===== config.mk =====
export PLATFORM = sky130hd
export DESIGN_NAME = fetch_unit
export DESIGN_NICKNAME = d
export VERILOG_FILES = /design/src/rtl/fetch_unit.sv
export SDC_FILE = /design/constraint.sdc
export NUM_CORES = 1
export LEC_CHECK = 0
export ABC_CLOCK_PERIOD_IN_PS = 9400
export BUFFER_PORTS_ARGS = -buffer_cell sky130_fd_sc_hd__buf_4
export CAP_MARGIN = 20
export CELL_PAD_IN_SITES_DETAIL_PLACEMENT = 0
export CELL_PAD_IN_SITES_GLOBAL_PLACEMENT = 1
export CORE_ASPECT_RATIO = 0.6
export CORE_MARGIN = 2
export CORE_UTILIZATION = 39
export CTS_CLUSTER_SIZE = 24
export DETAILED_ROUTE_END_ITERATION = 12
export PLACE_DENSITY = 0.84
export REMOVE_ABC_BUFFERS = 1
export SKIP_CTS_REPAIR_TIMING = 1
export SLEW_MARGIN = 20
export SYNTH_ARGS = -nofsm -noshare
export SYNTH_HDL_FRONTEND = slang
export SYNTH_SLANG_ARGS = --single-unit
export TNS_END_PERCENT = 20

===== constraint.sdc =====
create_clock -name clk -period 9.4 [get_ports clk]
set_input_delay 1.41 -clock clk [delete_from_list [all_inputs] [get_ports clk]]
set_output_delay 1.41 -clock clk [all_outputs]
set_load 0.005 [all_outputs]

===== src/rtl/fetch_unit.sv =====
// fetch_unit: PC holder and request/ack instruction fetcher that waits for execute and
// then picks the next PC from jr, jump and branch controls.
module fetch_unit #(
    parameter logic [31:0] RESET_PC     = 32'h0000_0000,
    parameter logic [31:0] RETIRED_INIT = 32'h0000_0000
) (
    input  logic        clk,
    input  logic        rst_n,
    output logic        imem_req,
    output logic [31:0] imem_addr,
    input  logic        imem_ack,
    input  logic [31:0] imem_rdata,
    output logic [31:0] instr,
    output logic        instr_valid,
    input  logic        exec_done,
    input  logic        isJmp,
    input  logic        isJr,
    input  logic [1:0]  brSel,
    input  logic [25:0] jumpAddr,
    input  logic [15:0] imm,
    input  logic [31:0] rs_val,
    input  logic        alu_zero,
    output logic [31:0] pc,
    output logic [31:0] pc_plus4,
    output logic [31:0] retired
);
    typedef enum logic [1:0] {BOOT, FETCH, VALID} state_t;
    state_t state, state_nx;
    logic taken;
    logic [31:0] br_target, next_pc;

    always_ff @(posedge clk or negedge rst_n)
        if (!rst_n) state <= BOOT;
        else state <= state_nx;

    always_comb begin
        state_nx = state;
        case (state)
            BOOT:    state_nx = FETCH;
            FETCH:   state_nx = imem_ack ? VALID : FETCH;
            VALID:   state_nx = exec_done ? FETCH : VALID;
            default: state_nx = BOOT;
        endcase
    end

    // Outputs decode the state register only, so reset drops them without waiting for a clock.
    always_comb begin
        imem_req    = state == FETCH;
        instr_valid = state == VALID;
    end

    assign imem_addr = pc;
    assign pc_plus4  = pc + 32'd4;
    assign taken     = (brSel == 2'd1 && alu_zero) || (brSel == 2'd2 && !alu_zero);
    assign br_target = pc_plus4 + {{14{imm[15]}}, imm, 2'b00};
    assign next_pc   = isJr  ? rs_val & 32'hFFFF_FFFC :
                       isJmp ? {pc_plus4[31:28], jumpAddr, 2'b00} :
                       taken ? br_target : pc_plus4;

    always_ff @(posedge clk or negedge rst_n)
        if (!rst_n) begin
            pc      <= RESET_PC;
            instr   <= 32'd0;
            retired <= RETIRED_INIT;
        end else begin
            if (state == FETCH && imem_ack) instr <= imem_rdata;
            if (state == VALID && exec_done) begin
                pc      <= next_pc;
                retired <= retired + 32'd1;
            end
        end
endmodule


# --- Yosys cells after proc, flatten, opt, wreduce, memory -nomap -nowiden ---
# Cells that the tools add are included.
classes:
  n_addsub: 3
  mul: 0
  div_mod_pow: 0
  order_cmp: 0
  n_eq_ne: 4
  shifts: 0
  n_mux: 6
  bitwise_logic: 0
  n_reduce_logical: 7
op_table:
  columns: ["op", "count"]
  rows:
  - ["$mux 32", 3]
  - ["$add 32x1->32 const B", 1]
  - ["$add 32x3->32 const B", 1]
  - ["$add 32x32->32", 1]
  - ["$pmux 2 s3", 1]
  - ["$eq 2x1->1 const B", 2]
  - ["$eq 2x2->1 const B", 2]
  - ["$logic_and 1x1->1", 4]
  - ["$mux 2", 2]
  - ["$logic_not 2->1", 1]
  - ["$logic_not 1->1", 1]
  - ["$logic_or 1x1->1", 1]
totals:
  ff_bits: 98
  latch_bits: 0
  ramBits: 0
  rom_bits: 0
  input_bits: 115
  out_inout_bits: 162
  wordCells: 24
  n_memories: 0

# --- Longest topological paths before layout ---
logic_depth:
  ltp_word: 6
  depth_mapped: 16

# --- Least setup slack after synthesis ---
# Ideal clock, no wire load.
synth_timing:
  kind: "input to register"
  startpoint: "in imm[0]"
  endpoint: "reg pc[30] (netlist: imem_addr[30])"
  setup_time_ns: 0.131
  arrival_ns: 3.494
  required_time_ns: 9.269
  path_slack_ns: 5.774
  stages: 11
  path_cell_list: "ha_1 -> fa_1 -> a21oi_1 -> o21a_1 -> o211ai_1 -> a21oi_2 -> o21ai_2 -> a221o_1 -> nand4_1 -> mux2i_1 -> a21oi_1"
synth_between:
  elab_chain_len: 4
synth_rtl:
  columns: ["item", "line_no", "source"]
  rows:
  - ["from (decl)", "20", "input logic [15:0] imm,"]
  - ["$add 32x32->32", "55", "assign br_target = pc_plus4 + {{14{imm[15]}}, imm, 2'b00};"]
  - ["$mux 32", "58", "taken ? br_target : pc_plus4;"]
  - ["$mux 32", "57", "isJmp ? {pc_plus4[31:28], jumpAddr, 2'b00} :"]
  - ["$mux 32", "56", "assign next_pc = isJr ? rs_val & 32'hFFFF_FFFC :"]
  - ["to (signal assigned)", "68", "pc <= next_pc;"]
  - ["to (decl)", "23", "output logic [31:0] pc,"]
# Every way passes these cells.
# A chain may end at the register's enable or synchronous reset.

# --- Worst setup path after layout ---
layout_timing:
  startpoint: "reg pc[5] (netlist: imem_addr[5])"
  endpoint: "reg pc[31] (netlist: imem_addr[31])"
layout_between:
  elab_chain_len: 5
layout_rtl:
  columns: ["item", "line_no", "source"]
  rows:
  - ["$add 32x3->32 (*)", "53", "assign pc_plus4 = pc + 32'd4;"]
  - ["$add 32x32->32", "55", null]
  - ["$mux 32", "58", null]
  - ["$mux 32 (*)", "57", null]
  - ["$mux 32 (*)", "56", null]
# Every way passes the cells marked *; elsewhere a longest branch is shown, timed or not.

==> results.yml <==
worst_setup_path:
  path_common_cell: "a21o_1"
  startpoint: "imem_addr[5]"
  r2r_end: "imem_addr[31]"
  cp_cell_sequence: "and4_1 -> nand3_1 -> inv_1 -> nand4_1 -> nor2_1 -> xor2_1 -> ha_1 -> a21o_1 -> a21o_1 -> a21oi_1 -> o21ai_0 -> a21o_1 -> a21oi_1 -> xor2_1 -> or4_1 -> nand3_1"
  cp_data_arrival_time_ps: 4360
  worst-r2r-setup-slack_ps: 5320
  critPathLaunchType: "register"
  critPathKind: "register to register"
  cpPeakStageDelay_ps: 520
  worstReg2RegStart: "imem_addr[5]"
  endpoint_kind: "register"
  cp_num_cells: 16
  cp_max_fo: 8
  cp_num_buf_inv: 1
  crit_path_top_delay_cell: "dfrtp_1"
  crit_end: "imem_addr[31]"
  r2r_cells: 16
  critPathRequiredTime_ps: 9680
  cp_top_family: "simple AND/OR/NAND/NOR gates"
clocking:
  cts_max_level: 3
  cts_num_sinks: 96
  cts_inserted_buffers: 9
  clk_pin_slew_ps: 90
  cts_tree: "done"
  clock-root-buffer: "clkbuf_16"
  clock_path_buffers: 2
  insertion_delay_ps: 360
final_layout:
  antenna_cells: 0
  fin_area_um2: 9180
  syn2layout_area_growth_pct: 33.4
  final_cells: 1232
  drive_gt1_frac: 0.336
  final_nets: 1147
placed_design:
  hpwlAfterDp_mm: 18.0
  port_buffers: 268
  routabilityCongestion: 0.880
  dp_cells: 1216
  post_dp_cell_area_um2: 8880
sta:
  rsz0062_at_grt: "no"
  finalHoldViolations: 0
  worst_pin_slew_ps: 978
  fin_crit_ps: 4080
  maxSlewViolCount: 0
  min_period_over_period: 0.434
  setup_tns_ps: 0
  finClkSkew_ps: 22.1
  setup_viol: 0
  maxSlewHeadroom: 0.348
  fmax_mhz: 245
yosys:
  synth_simple_gate_area_frac: 0.170
  synth_top_cell_area_share: 0.349
  synth_compound_area_frac: 0.164
  ys.flop_type: "dfrtp_1"
  synth-edff-count: 0
  yosysMostFrequentCell: "dfrtp_1"
  synth_top_family_by_area: "simple AND/OR/NAND/NOR gates"
  yosys-top-cells-count: "dfrtp_1, nand2_1, nor2_1, a21oi_1, xnor2_1"
  yosys.area_share.xor_xnor: 0.106
  muxShareOfSynthArea: 0.0742
  ys_ff_latch: 96
  synth_area_leaders: "dfrtp_1, ha_1, xnor2_1"
  yosysUniqueCellTypes: 61
  postSynth.asyncResetShare: 1.00
  syn_area_um2: 6880
  synthCells: 767
  synth_area_per_cell_um2: 8.97
  yosysWarnings: 0
  seq_area_frac_synth: 0.349
  yosysTopAreaCell: "dfrtp_1"
  synth_fa_ha_area_frac: 0.0720
floorplanning:
  rows: 37
  die_area_um2: 18800
  fp.dieH_um: 107
  coreArea_um2: 17200
  ioPinCount: 277
  die_w_um: 176
  initial_core_util: 0.400
global_routing:
  grt_pass1_wl_mm: 36.0
  gr-usage-all-layers: 0.246
  grt_max_degree: 75
  antenna_found_initial: 0
  grt-ovfl-total: 0
  grt_pass1_vias: 6388
drt:
  drc: 0
  ant_nets: 0
  drtPass1Iterations: 5
  vias_per_cell: 5.31
  avgRoutedWirePerCell_um: 18.9
  num_vias: 6546
  wirelength_mm: 23.2
  drtIter0Drc: 481
hold_path:
  holdPathStages: 1
  min_path_type: "register to register"
power:
  leakagePower_nw: 4.48
  p_per_area_nw_per_um2: 292
  vdd_drop_max_mv: 0.145
flow_run:
  drv_cap: 0
run_status:
  status: "completed"
==> power breakdown <==
group	switching [mW]	internal (mW)
clock network	0.193	0.191
registers	0.192	0.555
logic	0.754	0.797
total	1.14	1.54
==> sequential cells by signal (all words and copies together), names as in the netlist <==
| register | flops |
|---|---|
| instr | 32 |
| state | 2 |
| imem_addr | 30 |
| retired | 32 |
==> placed cells by master, fill, tap and decap left out, drive strengths merged, types with 3 or more instances in the layout <==
cell,instances
buf,274
dfrtp,96
nand2,76
nor2,67
a21oi,62
xnor2,54
ha,38
nand3,32
mux2,32
o21ai,30
xor2,29
a21o,20
and3,18
inv,17
mux2i,15
nand4,12
a211oi,11
nor3,10
clkbuf,9
o211ai,9
and4,8
nor2b,7
o21a,6
o21bai,6
a221oi,6
conb,6
and2,5
o22ai,5
nor4,4
clkinv,4
nand2b,3
o31ai,3
==> through the flow <==
| step | hold slack (ps) | total power [mW] | util | worst slack [ps] |
|---|---|---|---|---|
| floorplan | 460 | 1.55 | - | 4990 |
| global placement | 464 | 2.27 | 0.515 | 5310 |
| detailed placement | 482 | 2.28 | 0.515 | 5300 |
| CTS | 493 | 2.69 | 0.533 | 5370 |
| global route | 502 | 2.88 | 0.533 | 5020 |
| finish | 494 | 2.68 | 0.533 | 5320 |
==> worst register-to-register path, cell delays in order, from the launching register on <==
cell,delay [ps]
dfrtp_1,520
and4_1,350
nand3_1,160
inv_1,180
nand4_1,180
nor2_1,170
xor2_1,380
ha_1,380
a21o_1,210
a21o_1,170
a21oi_1,180
o21ai_0,110
a21o_1,180
a21oi_1,190
xor2_1,140
or4_1,420
nand3_1,100
==> cells by family after synthesis <==
kind of cell	Yosys count
buffers and inverters	78
AO/OA/AOI/OAI	176
adder cells (fa/ha/maj)	39
multiplexers	47
flip-flops	96
other	1
XOR/XNOR	83
AND/OR/NAND/NOR	247
==> layer usage <==
layer	GRT usage	routed length (um)	vias to the layer above
met5	0	0	-
met4	0.0342	233	0
met3	0.0606	1900	16
met2	0.352	9590	236
met1	0.378	11500	3155
li1	-	-	3139
==> layout make-up <==
| type | instances | area (um^2) |
|---|---|---|
| inverter | 14 | 52.6 |
| tap | 234 | 293 |
| clock inverter | 7 | 81.3 |
| fill | 1653 | 8040 |
| timing repair buffer | 274 | 2060 |
| multi-input combinational | 598 | 4070 |
| clock buffer | 9 | 225 |
| sequential | 96 | 2400 |
==> how the worst min path moves through the flow <==
stage,startpoint,end
floorplan,state[1],state[0]
global placement,retired[31],retired[31]
detailed placement,retired[15],retired[15]
CTS,retired[15],retired[15]
global route,retired[15],retired[15]
finish,retired[15],retired[15]
Note: power is estimated with default switching activity, not from simulation.
